--- config.mk ---
export PLATFORM = sky130hd
export DESIGN_NAME = pred_box_loader
export DESIGN_NICKNAME = d
export VERILOG_FILES = /design/src/rtl/pred_box_loader.sv
export SDC_FILE = /design/constraint.sdc
export NUM_CORES = 1
export LEC_CHECK = 0
export BUFFER_PORTS_ARGS = -buffer_cell sky130_fd_sc_hd__buf_4
export CORE_AREA = 2 2 146 120
export CTS_CLUSTER_SIZE = 14
export DETAILED_ROUTE_END_ITERATION = 10
export DIE_AREA = 0 0 148 122
export PLACE_DENSITY = 0.92
export SYNTH_ARGS = -nofsm -noshare
export SYNTH_HDL_FRONTEND = slang
export SYNTH_SLANG_ARGS = --single-unit
--- constraint.sdc ---
create_clock -name clk -period 2.9 [get_ports clk]
set_input_delay 0.29 -clock clk [delete_from_list [all_inputs] [get_ports clk]]
set_output_delay 0.29 -clock clk [all_outputs]
set_load 0.03 [all_outputs]
--- src/rtl/pred_box_loader.sv ---
// rtl/pred_box_loader.sv - packs AXIS prediction beats into box words for the NMS controller.
// Optional build macro LOADER_SCORE_FILTER_EN drops boxes whose score is below score_thresh.
module pred_box_loader #(
    parameter int DATA_W        = 32,
    parameter int WORDS_PER_BOX = 3,
    parameter int BOX_W         = DATA_W * WORDS_PER_BOX,
    parameter int ADDR_W        = 10,
    parameter int MAX_PRED      = 1024,
    parameter int SCORE_MSB     = 95
) (
    input  logic              clk,
    input  logic              resetn,
    input  logic [DATA_W-1:0] s_axis_tdata,
    input  logic              s_axis_tvalid,
    input  logic              s_axis_tlast,
    output logic              s_axis_tready,
    output logic              pmem_wren,
    output logic [ADDR_W-1:0] pmem_addr,
    output logic [BOX_W-1:0]  pmem_wdata,
    output logic [ADDR_W:0]   num_pred,
    output logic              start,
    input  logic              done_int,
    output logic              busy,
    output logic              err_partial,
    output logic              err_overflow,
    input  logic [15:0]       score_thresh
);

    localparam int CNT_W = (WORDS_PER_BOX > 1) ? $clog2(WORDS_PER_BOX) : 1;
    localparam logic [CNT_W-1:0] LAST_BEAT = CNT_W'(WORDS_PER_BOX - 1);
    localparam logic [ADDR_W:0]  MAX_CNT   = (ADDR_W + 1)'(MAX_PRED);

    localparam logic [1:0] ST_RECV       = 2'd0;
    localparam logic [1:0] ST_COMMIT     = 2'd1;
    localparam logic [1:0] ST_START_HOLD = 2'd2;
    localparam logic [1:0] ST_RELEASE    = 2'd3;

    logic [1:0]        state_q, state_d;
    logic [CNT_W-1:0]  beat_cnt_q, beat_cnt_d;
    logic [BOX_W-1:0]  shift_q, shift_d;
    logic              tready_q, tready_d;
    logic              wren_q, wren_d;
    logic [ADDR_W-1:0] addr_q, addr_d;
    logic [BOX_W-1:0]  wdata_q, wdata_d;
    logic [ADDR_W:0]   num_pred_q, num_pred_d;
    logic              start_q, start_d;
    logic              busy_q, busy_d;
    logic              err_partial_q, err_partial_d;
    logic              err_overflow_q, err_overflow_d;

    logic              hs;
    logic              first_beat;
    logic [BOX_W-1:0]  box_nxt;
    logic              box_keep;
    logic [ADDR_W:0]   np_base;

    assign hs         = s_axis_tvalid && tready_q && (state_q == ST_RECV);
    assign first_beat = !busy_q;
    assign np_base    = first_beat ? '0 : num_pred_q;

    always_comb begin
        box_nxt = shift_q;
        box_nxt[int'(beat_cnt_q) * DATA_W +: DATA_W] = s_axis_tdata;
    end

`ifdef LOADER_SCORE_FILTER_EN
    assign box_keep = (box_nxt[SCORE_MSB -: 16] >= score_thresh);
`else
    logic unused_score_thresh;
    assign unused_score_thresh = ^score_thresh;
    assign box_keep = 1'b1;
`endif

    always_comb begin
        state_d        = state_q;
        beat_cnt_d     = beat_cnt_q;
        shift_d        = shift_q;
        wren_d         = 1'b0;
        addr_d         = addr_q;
        wdata_d        = wdata_q;
        num_pred_d     = num_pred_q;
        busy_d         = busy_q;
        err_partial_d  = err_partial_q;
        err_overflow_d = err_overflow_q;

        case (state_q)
            ST_RECV: begin
                if (hs) begin
                    busy_d     = 1'b1;
                    shift_d    = box_nxt;
                    num_pred_d = np_base;
                    if (first_beat) begin
                        err_partial_d  = 1'b0;
                        err_overflow_d = 1'b0;
                    end
                    if (beat_cnt_q == LAST_BEAT) begin
                        beat_cnt_d = '0;
                        if (box_keep) begin
                            if (np_base == MAX_CNT) begin
                                err_overflow_d = 1'b1;
                            end else begin
                                wren_d     = 1'b1;
                                addr_d     = np_base[ADDR_W-1:0];
                                wdata_d    = box_nxt;
                                num_pred_d = np_base + 1'b1;
                            end
                        end
                    end else if (s_axis_tlast) begin
                        // Frame ended mid-box: the collected beats are dropped.
                        beat_cnt_d    = '0;
                        err_partial_d = 1'b1;
                    end else begin
                        beat_cnt_d = beat_cnt_q + 1'b1;
                    end
                    if (s_axis_tlast) begin
                        state_d = ST_COMMIT;
                    end
                end
            end
            ST_COMMIT: begin
                state_d = ST_START_HOLD;
            end
            ST_START_HOLD: begin
                if (done_int) begin
                    state_d = ST_RELEASE;
                end
            end
            default: begin
                if (!done_int) begin
                    state_d    = ST_RECV;
                    beat_cnt_d = '0;
                    busy_d     = 1'b0;
                end
            end
        endcase

        tready_d = (state_d == ST_RECV);
        start_d  = (state_d == ST_START_HOLD);
    end

    always_ff @(posedge clk) begin
        if (!resetn) begin
            state_q        <= ST_RECV;
            beat_cnt_q     <= '0;
            shift_q        <= '0;
            tready_q       <= 1'b0;
            wren_q         <= 1'b0;
            addr_q         <= '0;
            wdata_q        <= '0;
            num_pred_q     <= '0;
            start_q        <= 1'b0;
            busy_q         <= 1'b0;
            err_partial_q  <= 1'b0;
            err_overflow_q <= 1'b0;
        end else begin
            state_q        <= state_d;
            beat_cnt_q     <= beat_cnt_d;
            shift_q        <= shift_d;
            tready_q       <= tready_d;
            wren_q         <= wren_d;
            addr_q         <= addr_d;
            wdata_q        <= wdata_d;
            num_pred_q     <= num_pred_d;
            start_q        <= start_d;
            busy_q         <= busy_d;
            err_partial_q  <= err_partial_d;
            err_overflow_q <= err_overflow_d;
        end
    end

    assign s_axis_tready = tready_q;
    assign pmem_wren     = wren_q;
    assign pmem_addr     = addr_q;
    assign pmem_wdata    = wdata_q;
    assign num_pred      = num_pred_q;
    // Reset must pull start down in the same cycle, not one edge later.
    assign start         = start_q && resetn;
    assign busy          = busy_q;
    assign err_partial   = err_partial_q;
    assign err_overflow  = err_overflow_q;

endmodule

# Word level (Yosys, flattened, before mapping)
# Cells that the tools add are included.
dict set report word_totals {
  regBits 223
  latch_bits 0
  mem_bits_rw 0
  romBits 0
  in_bits 53
  output_inout_bits 123
  wordCells 60
  memories 0
}
dict set report classes {
  n_addsub 3
  n_mul 0
  n_div 0
  n_lt_le_gt_ge 0
  n_eq_ne 7
  shifts 2
  n_mux 24
  bitwise 2
  n_reduce_logical 10
}
# op count
set op_table {}
lappend op_table {{$bwmux 96} 1}
lappend op_table {{$shift 32x33->96 const A} 1}
lappend op_table {{$shiftx 32x33->96} 1}
lappend op_table {{$mux 11} 3}
lappend op_table {{$neg 7->33} 1}
lappend op_table {{$mux 2} 8}
lappend op_table {{$add 11x1->11 const B} 1}
lappend op_table {{$eq 11x11->1 const B} 1}
lappend op_table {{$mux 1} 9}
lappend op_table {{$reduce_and 4->1} 2}
lappend op_table {{$eq 2x2->1 const B} 3}
lappend op_table {{$pmux 2 s3} 1}
lappend op_table {{$logic_not 2->1} 2}
lappend op_table {{$pmux 2 s2} 1}
lappend op_table {{$logic_and 1x1->1} 3}
lappend op_table {{$reduce_and 3->1} 1}
lappend op_table {{$add 2x1->2 const B} 1}
lappend op_table {{$eq 2x1->1 const B} 1}
lappend op_table {{$ne 2x1->1 const B} 1}
lappend op_table {{$ne 2x2->1 const B} 1}
lappend op_table {{$not 1->1} 2}
lappend op_table {{$pmux 1 s2} 1}
lappend op_table {{$reduce_and 2->1} 1}
lappend op_table {{$reduce_or 2->1} 1}

# Depth between registers and ports, before layout
# Gate-level depths: netlist (run 1).
dict set report logic_depth {
  word_depth 5
  ltp_mapped 9
  mapped_depth_nobuf 6
}

# Least setup slack after synthesis (run 1)
# Ideal clock, no wire load.
dict set report synth_path {
  path_kind {reg-to-reg}
  startpoint {register beat_cnt_q[0]}
  endpoint {register wdata_q[93], in the netlist pmem_wdata[93]}
  setup_time_ns 0.116
  t_arrival_ns 1.802
  required_time_ns 2.784
  setup_slack_ns 0.982
  stages_incl_launch_ff 10
  n_path_buf 4
  period_less_slack_ns 1.918
  cell_sequence {dfxtp_1 -> inv_1 -> ha_1 -> and4_1 -> buf_2 -> and2_1 -> clkbuf_2 -> buf_6 -> buf_6 -> o211a_1}
}
dict set report synth_via {
  elab_chain_cells 3
  elab_cells_between_ends 6
  cone_classes {add/sub: 1; eq/ne: 1; shift: 2; mux: 1; reduce/logical: 1}
}
# element line
set synth_rtl {}
lappend synth_rtl {{from (decl)} 39} ;# logic [CNT_W-1:0] beat_cnt_q, beat_cnt_d;
lappend synth_rtl {{from (signal assigned)} 157} ;# beat_cnt_q <= beat_cnt_d;
lappend synth_rtl {{$neg 7->33} 63} ;# box_nxt[int'(beat_cnt_q) * DATA_W +: DATA_W] = s_axis_tdata;
lappend synth_rtl {{$shiftx 32x33->96 or $shift 32x33->96 (tied branches)} 63}
lappend synth_rtl {{$bwmux 96} 63}
lappend synth_rtl {{to (signal assigned)} 162} ;# wdata_q <= wdata_d;
lappend synth_rtl {{to (decl)} 44} ;# logic [BOX_W-1:0] wdata_q, wdata_d;
# Parallel ways exist; a longest one is shown, timed or not.
# A chain may end at the register's enable or synchronous reset.

# Worst setup path after layout (run 1)
dict set report layout_path {
  startpoint {register beat_cnt_q[0]}
  endpoint {register wdata_q[56], in the netlist pmem_wdata[56]}
}
# The elaborated chain is that of the path after synthesis.

==> flow_summary_export.csv, run 1 <==
group,metric,value,unit
layout,stdcell_area,11820,µm²
global_routing,antenna_found_initial,0,
clock_tree,h-tree-depth,1,
routing,ant_nets,0,
clock_tree,cts.repair.resized,0,
synth,synth_cell_types,44,
routing,drt_iter0_markers,741,
layout,postLayoutCoreUtil,70.39,%
timing,final_max_slew_viol_count,0,
min_path,hold_class,"input port to register",
layout,multi_input_comb_area,4850,µm²
job,cap_violations,0,
die,die_h,122,µm
routing,drt-total-wl,24.95,mm
setup_path,cp-start-kind,"register",
layout,fin_nets,1209,
global_routing,grt_max_degree,103,
synth,ys_ff_latch,223,
timing,finalSetupViolations,0,
setup_path,arrival,2.75,ns
timing,tightest_slew,0.7228,ns
clock_tree,numCtsBuffers,23,
placement,place_hpwl,14.86,mm
synth,syn_inst,1055,
die,core_area,16790,µm²
layout,final_cell_count_no_fill,1387,
routing,first_pass_iters,6,
placement,port-buffer-count,159,
timing,fin_crit_sh,79.40,%
pwr,p_per_area,776.8,nW/µm²
placement,dp_cells,1348,
layout,most-common-layout-cells,"dfxtp_1 (223), o211a_1 (193), buf_4 (169), nand2_1 (127), nand3_1 (113)",
global_routing,grt_pass1_wl,39.93,mm
pwr,ir_drop,0.0005721,V
synth,syn_area_per_cell,9.259,µm²
timing,max_freq,0.4343,GHz
synth,syn-num-nets,1116,
die,die_w,148,µm
global_routing,grt_usage,26.70,%
global_routing,gr-total-overflow,0,
pwr,p_leak,6.832,nW
run_status,status,"finished, final reports clean",
placement,place_area,11040,µm²
clock_tree,clk_pin_slew_worst_paths,0.06,ns
setup_path,cp-end-kind,"register",
die,dieArea,18060,µm²
clock_tree,worst_skew_pair.late_latency,0.50,ns
clock_tree,post-cts-setup-buffers,0,
setup_path,crit_required,3.34,ns
synth,yosysWarnings,0,
synth,syn_area,9768,µm²
timing,rsz0062_at_grt,"false",
routing,drcViolationCount,0,
routing,wl_per_cell,17.98,µm
routing,vias_per_cell,6.190,
timing,finalClockSkew,0.01110,ns
layout,final_common_cell,"dfxtp_1",
routing,vias,8586,
synth,seq_area_frac_synth,45.70,%
die,rows,43,
layout,area_growth,20.97,%
setup_path,crit_fanout,39,
timing,finalHoldViolations,0,
clock_tree,cts_num_sinks,223,
timing,fin_crit,2.302,ns
die,num_io_pins,176,
setup_path,crit_type,"register to register",
clock_tree,clockBufferDepth,3,
layout,num_antenna_cells,0,
timing,relSlewSlack,51.81,%
layout,fillCellCount,1263,
placement,gp_congestion,0.8362,
die,floorplan.initialDensity,58.19,%
clock_tree,root_buffer,"clkbuf_16",
layout,drive_gt1_share,19.10,%
clock_tree,tritoncts,"built",
layout,regArea,4464,µm²
global_routing,grt_pass1_vias,7984,
timing,tns,0,ns
clock_tree,cts_hold_buf,0,
-- metal layers --
metal | wire [µm] | track usage [%] | part of all wire [%] | vias to the layer above
met4 | 771 | 10.77 | 3.1 | 0
met3 | 1709 | 5.655 | 6.9 | 69
li1 | - | - | - | 3979
met5 | 0 | 0 | 0 | -
met2 | 11650 | 42.45 | 47 | 328
met1 | 10810 | 35.70 | 43 | 4210
-- cells by family (layout without fill, tap and decap cells) --
group / after synthesis / count (layout) / synth area share [%]
simple gates: 384 / 384 / 20.49
compound gates: 309 / 309 / 26.03
flops: 223 / 223 / 45.70
buf+inv: 115 / 222 / 5.136
mux: 14 / 14 / 1.435
fa+ha+maj: 8 / 8 / 1.025
xor+xnor: 2 / 2 / 0.1794
-- state kept, by name (all words and copies together), names as in the netlist --
register       flops
num_pred          11
state_q            2
pmem_wren          1
err_partial        1
start_q            1
err_overflow       1
pmem_wdata        96
pmem_addr         10
shift_q           96
beat_cnt_q         2
s_axis_tready      1
busy               1
-- area by class of cell --
cell class	count	share of cell area (%)
clock inverter	6	0.8895
multi-input combinational	717	41.04
sequential	223	37.78
clock buffer	33	5.697
tap	225	2.382
timing repair buffer	177	12.02
inverter	6	0.1906
-- critical path, cell delays in order, from the launching register on --
cell and delay [ns]:
dfxtp_1 0.40, inv_1 0.18, ha_1 0.33, and4_4 0.29
and2_4 0.49, buf_4 0.36, o211a_1 0.18
-- power breakdown --
part / switching (mW) / leakage [nW] / internal (mW)
registers: 0.224 / 1.81 / 3.50
clock network: 1.18 / 0.385 / 1.87
logic: 1.45 / 4.64 / 0.957
total: 2.85 / 6.83 / 6.33
-- path summary, 6_finish.rpt --
kind	from	to	slack [ns]	depth (start not counted)
max	beat_cnt_q[0]$_SDFFE_PN0P_	pmem_wdata[56]$_SDFFE_PN0P_	0.60	6
min	s_axis_tlast	err_partial$_SDFFE_PN0P_	0.12	3
max reg2reg	beat_cnt_q[0]$_SDFFE_PN0P_	pmem_wdata[56]$_SDFFE_PN0P_	0.60	6
min reg2reg	pmem_addr[9]$_SDFFE_PN0P_	pmem_addr[9]$_SDFFE_PN0P_	0.46	2
-- Yosys cell counts --
library cell  count  area (µm²)
buf_2             7       35.03
o311ai_1          1       8.760
a41o_1            1       10.01
clkbuf_2          1       5.000
o32ai_1           1       8.760
o21a_1            2       15.01
nor4_2            1       12.51
nand2_1         127       476.7
xnor2_1           2       17.52
and4b_1           1       10.01
o31ai_1           1       7.510
nor4_4            2       42.54
a21boi_0          1       7.510
dfxtp_1         223        4464
nand4_1           6       37.54
o21ai_0           5       25.02
buf_1            12       45.04
clkbuf_1         81       304.0
buf_6             8       90.09
ha_1              8       100.1
nand4b_1          1       8.760
nor4bb_1          2       20.02
a21oi_1         101       505.5
a31oi_1           1       6.260
and3_1            4       25.02
o211a_1         193        1932
nand3_1         113       565.5
inv_1             6       22.52
nor2b_1         101       631.9
and2_0            1       6.260
o2bb2ai_1         1       8.760
nor2_1            3       11.26
nand3_2           1       10.01
a21boi_1          1       7.510
or2_2             1       6.260
nand3b_1          2       15.01
or4_1             1       7.510
and2_1            7       43.79
nand2b_1          2       12.51
mux2i_1          14       140.1
and4_1            2       17.52
nor3_1            2       10.01
nor4_1            3       18.77
and4bb_1          1       12.51
-- metrics by stage --
stage	setup WS [ns]	power [mW]	hold slack, ns
2_1_floorplan	0.9817	5.518	0.4449
3_3_place_gp	0.6735	6.018	0.4442
3_5_place_dp	0.6192	6.144	0.4514
4_1_cts	0.6055	9.191	0.1019
5_1_grt	0.4354	9.638	0.1326
6_report	0.5975	9.179	0.1169
Note: power is estimated with default switching activity, not from simulation.
==> run 2: changes to the inputs <==
--- a/config.mk
+++ b/config.mk
@@ -6,11 +6,11 @@
 export NUM_CORES = 1
 export LEC_CHECK = 0
 export BUFFER_PORTS_ARGS = -buffer_cell sky130_fd_sc_hd__buf_4
-export CORE_AREA = 2 2 146 120
+export CORE_AREA = 2 2 151 124
 export CTS_CLUSTER_SIZE = 14
 export DETAILED_ROUTE_END_ITERATION = 10
-export DIE_AREA = 0 0 148 122
-export PLACE_DENSITY = 0.92
+export DIE_AREA = 0 0 153 126
+export PLACE_DENSITY = 0.87
 export SYNTH_ARGS = -nofsm -noshare
 export SYNTH_HDL_FRONTEND = slang
 export SYNTH_SLANG_ARGS = --single-unit
==> constraint.sdc (replaced) <==
create_clock -name clk -period 2.35 [get_ports clk]
set_input_delay 0.235 -clock clk [delete_from_list [all_inputs] [get_ports clk]]
set_output_delay 0.235 -clock clk [all_outputs]
set_load 0.03 [all_outputs]
==> run 2 against run 1 <==
Against the previous run:
- global-route usage down 2.5 points
- sequential cell count unchanged
- sequential share of layout area down 0.46 points
- clock-buffer cell count down 1
- critical path depth up 1
- register-to-register slack worse by 0.45 ns
- non-clock buffer count up 6
- critical endpoint is now pmem_wdata[53]$_SDFFE_PN0P_
==> flow_summary_export.csv, run 2 (synthesized netlist as in run 1, its figures left out) <==
group,metric,value,unit
die,num_io_pins,176,
clock_tree,root_buffer,"clkbuf_16",
timing,rsz0062_at_grt,"false",
setup_path,crit_type,"register to register",
setup_path,path_cells,"inv_1 -> ha_1 -> and4b_1 -> buf_4 -> a21oi_1 -> nand3_1 -> o211a_1",
placement,port-buffer-count,159,
pwr,p_switching,3.517,mW
layout,fin_nets,1215,
run_status,status,"finished, final reports clean",
setup_path,arrival,2.60,ns
pwr,p_comb_share,26.2,%
global_routing,grt_usage,24.21,%
timing,max_freq,0.4532,GHz
routing,vias,8520,
setup_path,r2r_slack,0.14,ns
timing,final_max_slew_viol_count,0,
pwr,p_per_area,961.1,nW/µm²
setup_path,crit_family,"flip-flops",
setup_path,r2r-start,"beat_cnt_q[0]$_SDFFE_PN0P_",
routing,vias_per_cell,6.086,
die,floorplan.initialDensity,54.93,%
die,core_area,17780,µm²
layout,most-common-layout-cells,"dfxtp_1 (223), o211a_1 (193), buf_4 (171), nand2_1 (127), nand3_1 (113)",
global_routing,gr-total-overflow,0,
routing,drcViolationCount,0,
timing,tns,0,ns
timing,finalHoldViolations,0,
routing,wl_per_cell,17.67,µm
pwr,switching_share,30.59,%
pwr,p_leak,6.900,nW
clock_tree,h-tree-depth,1,
die,rows,44,
pwr,design_power_total,11.50,mW
setup_path,crit_cells,7,
setup_path,crit_buf_inv,2,
layout,postLayoutCoreUtil,67.27,%
clock_tree,cts_num_sinks,223,
min_path,hold_path_depth,3,
global_routing,grt_pass1_vias,7897,
layout,final_common_cell,"dfxtp_1",
clock_tree,clockBufferDepth,3,
pwr,p_clk_share,33.6,%
pwr,seq_power_share,40.2,%
global_routing,grt_max_degree,99,
setup_path,cp-end-kind,"register",
timing,finalSetupViolations,0,
timing,finalClockSkew,0.01576,ns
setup_path,crit_required,2.74,ns
timing,relSlewSlack,68.28,%
placement,dp_cells,1359,
routing,ant_nets,0,
clock_tree,tritoncts,"built",
routing,drt-total-wl,24.73,mm
clock_tree,post-cts-setup-buffers,0,
die,die_h,126,µm
timing,tightest_slew,0.4757,ns
job,cap_violations,0,
layout,num_antenna_cells,0,
global_routing,grt_pass1_wl,39.34,mm
pwr,ir_drop,0.0005995,V
clock_tree,worst_skew_pair.late_latency,0.50,ns
min_path,hold_end,"err_partial$_SDFFE_PN0P_",
layout,drive_gt1_share,19.66,%
layout,final_cell_count_no_fill,1400,
layout,area_growth,22.45,%
setup_path,timing.rr.end,"pmem_wdata[53]$_SDFFE_PN0P_",
clock_tree,clk_pin_slew_worst_paths,0.06,ns
timing,fin_crit_sh,93.90,%
timing,worst_hold_slack,0.05055,ns
layout,fillCellCount,1411,
die,die_w,153,µm
routing,drt_iter0_markers,735,
routing,first_pass_iters,5,
placement,place_hpwl,15.16,mm
min_path,min_from,"s_axis_tlast",
min_path,hold_class,"input port to register",
timing,fin_crit,2.207,ns
global_routing,antenna_found_initial,0,
setup_path,slowest_stage,"dfxtp_1",
setup_path,cp-start-kind,"register",
pwr,internal_power,7.980,mW
die,dieArea,19280,µm²
setup_path,cpPeakStageDelay,0.50,ns
setup_path,crit_fanout,32,
placement,gp_congestion,0.8835,
setup_path,r2r_cells,7,
clock_tree,numCtsBuffers,23,
## run 2: power groups by stage
| stage | sequential (mW) | clock (mW) | combinational (mW) |
|---|---|---|---|
| detailed placement | 4.69 | 0 | 2.97 |
| CTS | 4.61 | 3.92 | 3.00 |
| global placement | 4.65 | 0 | 2.87 |
| global route | 4.67 | 4.08 | 3.32 |
| floorplan | 4.66 | 0 | 2.15 |
| finish | 4.63 | 3.86 | 3.01 |
## run 2: worst max-delay path by stage
stage                          startpoint                           to  slack, ns
2_1_floorplan  beat_cnt_q[0]$_SDFFE_PN0P_  pmem_wdata[93]$_SDFFE_PN0P_       0.43
3_3_place_gp   beat_cnt_q[0]$_SDFFE_PN0P_  pmem_wdata[51]$_SDFFE_PN0P_       0.24
3_5_place_dp   beat_cnt_q[0]$_SDFFE_PN0P_  pmem_wdata[44]$_SDFFE_PN0P_       0.18
4_1_cts        beat_cnt_q[0]$_SDFFE_PN0P_  pmem_wdata[53]$_SDFFE_PN0P_       0.16
5_1_grt        beat_cnt_q[0]$_SDFFE_PN0P_  pmem_wdata[44]$_SDFFE_PN0P_      0.004
6_report       beat_cnt_q[0]$_SDFFE_PN0P_  pmem_wdata[53]$_SDFFE_PN0P_       0.14
## run 2: metal layers
| metal | GRT usage, % | share of wire (%) | routed length [µm] | vias up |
|---|---|---|---|---|
| li1 | - | - | - | 3987 |
| met1 | 33.09 | 45 | 11060 | 4183 |
| met2 | 39.96 | 47 | 11570 | 305 |
| met3 | 3.992 | 6.2 | 1539 | 45 |
| met4 | 6.808 | 2.3 | 572 | 0 |
| met5 | 0 | 0 | 0 | - |
## run 2: worst min-delay path: stages
cell and delay [ns]:
buf_4 0.12, nand3b_1 0.07, a21boi_0 0.08
## run 2: per-stage QoR
step           area (µm²)  setup slack, ns
3_3_place_gp        11140           0.2407
2_1_floorplan        9768           0.4317
5_1_grt             11960         0.003649
6_report            11960           0.1435
3_5_place_dp        11140           0.1800
4_1_cts             11950           0.1629
## run 2: cell type report
cell class / instances / area (µm²) / area share (%)
multi-input cells: 717 / 4858 / 40.62
flip-flops and latches: 223 / 4464 / 37.32
repair buffers: 183 / 1515 / 12.67
clock buffers: 32 / 659.4 / 5.513
well taps: 230 / 287.8 / 2.406
clock inverters: 9 / 153.9 / 1.287
inverters: 6 / 22.52 / 0.1883
## run 2: repair_timing
action	in CTS	in global routing
hold buffers	0	0
setup endpoints to repair	0	1
gates resized for setup	0	1
